--- config.mk ---
export PLATFORM = sky130hd
export DESIGN_NAME = clkdiv_monitor
export DESIGN_NICKNAME = d
export VERILOG_FILES = /design/src/rtl/clkdiv_monitor.sv
export SDC_FILE = /design/constraint.sdc
export NUM_CORES = 1
export LEC_CHECK = 0
export ABC_AREA = 1
export ABC_CLOCK_PERIOD_IN_PS = 1490
export CAP_MARGIN = 5
export CORE_MARGIN = 2
export CORE_UTILIZATION = 30
export DETAILED_ROUTE_END_ITERATION = 16
export PLACE_DENSITY_LB_ADDON = 0.3
export SLEW_MARGIN = 20
export SYNTH_ARGS = -nofsm -noshare
export SYNTH_HDL_FRONTEND = slang
export SYNTH_SLANG_ARGS = --single-unit
--- constraint.sdc ---
create_clock -name clk -period 1.49 [get_ports clk]
set_input_delay 0.149 -clock clk [delete_from_list [all_inputs] [get_ports clk]]
set_output_delay 0.149 -clock clk [all_outputs]
set_load 0.01 [all_outputs]
--- src/rtl/clkdiv_monitor.sv ---
// -----------------------------------------------------------------------------
// clkdiv_monitor
//   Checks the output of a synchronous mod-N clock divider. The divided signal
//   is sampled directly on the source clock, because the divider output is a
//   register on that same clock.
//   The block measures the period and the high time of the divided signal. It
//   flags any deviation from the expected values, reports a missing edge, and
//   maintains a lock indication.
//
// Optional feature: define CLKMON_STICKY_EN to add a sticky error flag
//   (err_sticky) with a clear input (err_clr). A set wins over a clear that
//   arrives in the same cycle.
//
// Ports:
//   clk          source clock (the clock that also drives the divider)
//   rst_n        asynchronous active-low reset
//   div_clk_in   divider output under test
//   err_clr      clear for err_sticky (CLKMON_STICKY_EN only)
//   err_sticky   latched error flag (CLKMON_STICKY_EN only)
//   edge_pulse   one-cycle pulse for each detected rising edge
//   period_meas  last captured period, in clk cycles
//   high_meas    last captured high time, in clk cycles
//   period_err   one-cycle pulse when a captured period is not EXP_PERIOD
//   high_err     one-cycle pulse when a captured high time is not EXP_HIGH
//   stuck_err    one-cycle pulse when no rising edge arrives within TIMEOUT
//   locked       set after LOCK_COUNT consecutive good periods
// -----------------------------------------------------------------------------
module clkdiv_monitor #(
  parameter int unsigned EXP_PERIOD = 6,
  parameter int unsigned EXP_HIGH   = 2,
  parameter int unsigned CNT_W      = 8,
  parameter int unsigned LOCK_COUNT = 4,
  parameter int unsigned TIMEOUT    = 24
) (
  input  logic             clk,
  input  logic             rst_n,
  input  logic             div_clk_in,
`ifdef CLKMON_STICKY_EN
  input  logic             err_clr,
  output logic             err_sticky,
`endif
  output logic             edge_pulse,
  output logic [CNT_W-1:0] period_meas,
  output logic [CNT_W-1:0] high_meas,
  output logic             period_err,
  output logic             high_err,
  output logic             stuck_err,
  output logic             locked
);

  localparam int unsigned GOOD_W = $clog2(LOCK_COUNT + 1);

  localparam logic [CNT_W-1:0]  CNT_MAX   = {CNT_W{1'b1}};
  localparam logic [CNT_W-1:0]  EXP_PER_C = CNT_W'(EXP_PERIOD);
  localparam logic [CNT_W-1:0]  EXP_HI_C  = CNT_W'(EXP_HIGH);
  localparam logic [CNT_W-1:0]  TIMEOUT_C = CNT_W'(TIMEOUT);
  localparam logic [GOOD_W-1:0] LOCK_C    = GOOD_W'(LOCK_COUNT);

  typedef enum logic [1:0] {
    ACQUIRE = 2'd0,
    MEASURE = 2'd1,
    TRACK   = 2'd2
  } state_t;

  state_t              state_r;
  logic                d_q_r;
  logic [CNT_W-1:0]    per_cnt_r;
  logic [CNT_W-1:0]    high_cnt_r;
  logic [GOOD_W-1:0]   good_cnt_r;
  logic [GOOD_W-1:0]   good_nxt_s;
  logic                rise_s;
  logic                fall_s;
  logic                per_ok_s;
  logic                high_ok_s;
  logic                timeout_s;

  assign rise_s    = div_clk_in & ~d_q_r;
  assign fall_s    = ~div_clk_in & d_q_r;
  assign per_ok_s  = (per_cnt_r == EXP_PER_C);
  assign high_ok_s = (high_cnt_r == EXP_HI_C);
  // A rise arriving in the same cycle as the timeout takes priority over it.
  assign timeout_s = (state_r != ACQUIRE) && !rise_s && (per_cnt_r == TIMEOUT_C);

  // Edge-detect delay register and the saturating period/high-time counters.
  always_ff @(posedge clk or negedge rst_n) begin
    if (!rst_n) begin
      d_q_r      <= 1'b0;
      per_cnt_r  <= {CNT_W{1'b0}};
      high_cnt_r <= {CNT_W{1'b0}};
    end else begin
      d_q_r <= div_clk_in;
      if (rise_s) begin
        per_cnt_r  <= CNT_W'(1);
        high_cnt_r <= CNT_W'(1);
      end else begin
        per_cnt_r <= (per_cnt_r == CNT_MAX) ? per_cnt_r : per_cnt_r + CNT_W'(1);
        if (div_clk_in && (high_cnt_r != CNT_MAX)) begin
          high_cnt_r <= high_cnt_r + CNT_W'(1);
        end else begin
          high_cnt_r <= high_cnt_r;
        end
      end
    end
  end

  // Next value of the good-period run length. Any error clears the run.
  always_comb begin
    good_nxt_s = good_cnt_r;
    if (state_r == ACQUIRE) begin
      good_nxt_s = {GOOD_W{1'b0}};
    end else if (timeout_s) begin
      good_nxt_s = {GOOD_W{1'b0}};
    end else if (fall_s && !high_ok_s) begin
      good_nxt_s = {GOOD_W{1'b0}};
    end else if (rise_s) begin
      if (!per_ok_s) begin
        good_nxt_s = {GOOD_W{1'b0}};
      end else if (good_cnt_r == LOCK_C) begin
        good_nxt_s = good_cnt_r;
      end else begin
        good_nxt_s = good_cnt_r + GOOD_W'(1);
      end
    end else begin
      good_nxt_s = good_cnt_r;
    end
  end

  // Monitor state machine with registered captures, pulses and lock status.
  always_ff @(posedge clk or negedge rst_n) begin
    if (!rst_n) begin
      state_r     <= ACQUIRE;
      good_cnt_r  <= {GOOD_W{1'b0}};
      edge_pulse  <= 1'b0;
      period_meas <= {CNT_W{1'b0}};
      high_meas   <= {CNT_W{1'b0}};
      period_err  <= 1'b0;
      high_err    <= 1'b0;
      stuck_err   <= 1'b0;
      locked      <= 1'b0;
    end else begin
      edge_pulse <= rise_s;
      period_err <= 1'b0;
      high_err   <= 1'b0;
      stuck_err  <= timeout_s;
      good_cnt_r <= good_nxt_s;
      locked     <= (good_nxt_s == LOCK_C);
      case (state_r)
        ACQUIRE: begin
          // Falls are ignored here. The first rise only starts a measurement.
          if (rise_s) begin
            state_r <= MEASURE;
          end
        end
        MEASURE, TRACK: begin
          if (fall_s) begin
            high_meas <= high_cnt_r;
            high_err  <= !high_ok_s;
          end
          if (rise_s) begin
            period_meas <= per_cnt_r;
            period_err  <= !per_ok_s;
            state_r     <= TRACK;
          end else if (timeout_s) begin
            state_r <= ACQUIRE;
          end
        end
        default: begin
          state_r <= ACQUIRE;
        end
      endcase
    end
  end

`ifdef CLKMON_STICKY_EN
  // Sticky error flag. It is set by any error pulse, and the set beats a clear.
  always_ff @(posedge clk or negedge rst_n) begin
    if (!rst_n) begin
      err_sticky <= 1'b0;
    end else if (period_err || high_err || stuck_err) begin
      err_sticky <= 1'b1;
    end else if (err_clr) begin
      err_sticky <= 1'b0;
    end
  end
`endif

endmodule

==> impl_metrics.csv <==
group,metric,value,unit
synthesis,yosysWarnings,0,
synthesis,yosysTopAreaCellShare,0.525,
synthesis,netlist_area,2050,sq um
global_route,grt_pass1_vias,1592,
clocking,clk_pin_slew_worst_paths,70,ps
synthesis,synth_top_flop_cell,"dfrtp_1",
final_layout,finalNetCount,302,
synthesis,synth_area_leaders,"dfrtp_1, nand2_1, o21ai_0",
clocking,htreeDepth,2,
setup_path,crit_fanout,8,
synthesis,synth_nets,253,
synthesis,ys_seq_elements,43,
route,via_count,1675,
route,drt-wirelength-per-cell,11.3,microns
placement,dp.cells,357,
pwr,p_sw,1.17,mW
global_route,grt_remaining_overflow,0,
floorplanning,ioPinCount,24,
synthesis,ys_async_sr_fraction,1.00,
global_route,antenna_found_initial,0,
setup_path,cp_num_buf_inv,0,
final_layout,final_cells,368,
synthesis,yosysTopAreaCell,"dfrtp_1",
synthesis,synth_common_cells,"nand2_1, dfrtp_1, inv_1, o21ai_0, nor2_1",
pwr,p_int,2.33,mW
pwr,ir_drop,364,uV
final_layout,syn_to_final_growth,31.8,%
synthesis,synthDistinctLibCells,25,
setup_path,cp_top_family,"simple AND/OR/NAND/NOR gates",
final_layout,seqCellArea,1080,sq um
final_layout,antenna_cells,0,
route,drt_iter0_markers,61,
sta,layout_setup_ws,93.0,ps
flow_run,maxCapViolations,0,
pwr,power_density,1300,nW/um^2
sta,slew_violations,0,
setup_path,crit_chain,"ha_2 -> nand2_2 -> nor3_4 -> nand2_1 -> nand2_2 -> nand2_4 -> o21ai_1 -> o21ai_1",
pwr,switching_share,0.334,
clocking,clock_latency,290,ps
floorplanning,fp.dieW,86.7,microns
synthesis,syn_avg_cell_area,8.54,sq um
sta,setup_viol,0,
sta,finalHoldViolations,0,
route,drtAntennaViolNets,0,
route,vias_per_cell,4.55,
setup_path,cp.required,1670,ps
min_path,hp-class,"input pin to async pin",
sta,max_freq,0.716,GHz
sta,setup_tns,0,ps
setup_path,slowest_delay,380,ps
sta,clock_skew,4.74,ps
final_layout,multi_input_area,930,sq um
clocking,cts_tree,"built",
sta,period_share,0.938,
sta,relSlewSlack,0.749,
floorplanning,rows,30,
clocking,cts_sinks,43,
global_route,grt_max_degree,17,
clocking,cts_root_buffer,"clkbuf_8",
synthesis,synth.most_common_cell,"nand2_1",
setup_path,cp.arrival,1580,ps
sta,tightest_slew,377,ps
placement,pre_cts_slack,-59.2,ps
final_layout,n_fill_cell,684,
final_layout,drive_gt1_frac,0.188,
route,drt-pass1-iter-count,4,
placement,port-buffer-count,23,
floorplanning,die_y,86.7,microns
placement,dp_hpwl,3150,microns
synthesis,synth-edff-count,0,
global_route,grt_pass1_wl,7370,microns
clocking,cts_buffers,5,
floorplanning,start_util,0.305,
pwr,leakage,1.27,nW
sta,min_period,1400,ps
floorplanning,dieArea,7510,sq um
route,route.detailed.drc,0,
clocking,cts_buffer_depth,2,
setup_path,critPathLaunchType,"flop",
final_layout,finish.utilization,0.402,
setup_path,end_kind,"flop",
pwr,total_power,3.50,mW
floorplanning,core,6720,sq um
pwr,p_comb_frac,0.364,
synthesis,seq_area_frac_synth,0.525,
route,wl,4160,microns
pwr,p_seq_frac,0.442,
sta,rsz0062_at_grt,"true",
placement,placed_area,2500,sq um
placement,place_congestion,0.855,
final_layout,fin_area,2700,sq um
setup_path,worst_path_max_delay_cell,"dfrtp_1",
pwr,pwr-share-clk,0.194,
global_route,grt_util_all_layers,0.123,
setup_path,crit_type,"flop to flop",
synthesis,syn-instance-count,240,
run_status,status,"finished clean",
sta,hold_slack,301,ps
-- routing by layer --
metal,up-vias,GRT usage,part of all wire
met4,0,0.0426,0.015
met2,19,0.200,0.47
met1,780,0.163,0.49
met3,7,0.0257,0.021
met5,-,0,0
li1,869,-,-
-- sequential cells by signal (all words and copies together), names as in the netlist --
signal       count
period_err       1
d_q_r            1
high_meas        8
period_meas      8
high_cnt_r       8
edge_pulse       1
good_cnt_r       3
per_cnt_r        8
state_r          2
stuck_err        1
locked           1
high_err         1
-- timing repair --
action                                 in CTS  in global routing
pin swaps                                   0                  7
setup endpoints to repair                   1                 29
endpoints found under the hold margin      13                  0
resized for setup                           1                 32
gates cloned                                0                  1
buffers inserted                            0                  3
hold buffers                                1                  0
-- cell families after synthesis --
family,count (synthesis),share of synthesized area
XOR/XNOR,4,0.0171
adder cells (fa/ha/maj),10,0.0610
AND/OR/NAND/NOR,103,0.212
flip-flops,43,0.525
AO/OA/AOI/OAI,46,0.117
buffers and inverters,34,0.0683
-- worst reg2reg max path, delay by kind of cell (launching register included) --
kind / cells / cell delay [ps]
simple gates: 5 / 560
flops: 1 / 380
fa+ha+maj: 1 / 200
compound gates: 2 / 150
-- final timing paths --
kind / cells after the start / slack (ps) / from / to
max in group asynchronous: 3 / 670 / rst_n / period_meas[1]
min in group clk: 2 / 480 / period_meas[4] / period_meas[4]
max: 8 / 90 / high_cnt_r[0] / high_cnt_r[0]
min: 2 / 300 / rst_n / high_meas[2]
max reg2reg: 8 / 90 / high_cnt_r[0] / high_cnt_r[0]
min reg2reg: 2 / 480 / period_meas[4] / period_meas[4]
-- cell type report --
class	count	share of cell area
Timing Repair inverter	1	0.00278
Multi-Input combinational cell	163	0.344
Clock buffer	6	0.0268
Tap cell	80	0.0370
Timing Repair Buffer	45	0.150
Inverter	30	0.0416
Sequential cell	43	0.398
-- power groups by stage --
stage	clock, mW	combinational [mW]	sequential [mW]
after global routing	0.761	1.46	1.59
final	0.680	1.27	1.55
after global placement	0	1.12	1.56
after detailed placement	0	1.14	1.57
after CTS	0.705	1.15	1.55
after floorplan	0	0.530	1.62
-- layout by cell type, fill, tap and decap left out, drive strengths merged, types with 3 or more instances in the layout --
cell,synthesis,final
nand2,53,53
dfrtp,43,43
o21ai,34,34
inv,30,30
nor2,29,29
clkdlybuf4s50,0,22
buf,3,22
nand3,14,14
ha,10,10
a21oi,6,6
clkbuf,1,6
xor2,4,4
nor3,4,4
nand4,3,3
a31oi,3,3
No activity file was read; power rests on OpenSTA's default activity.
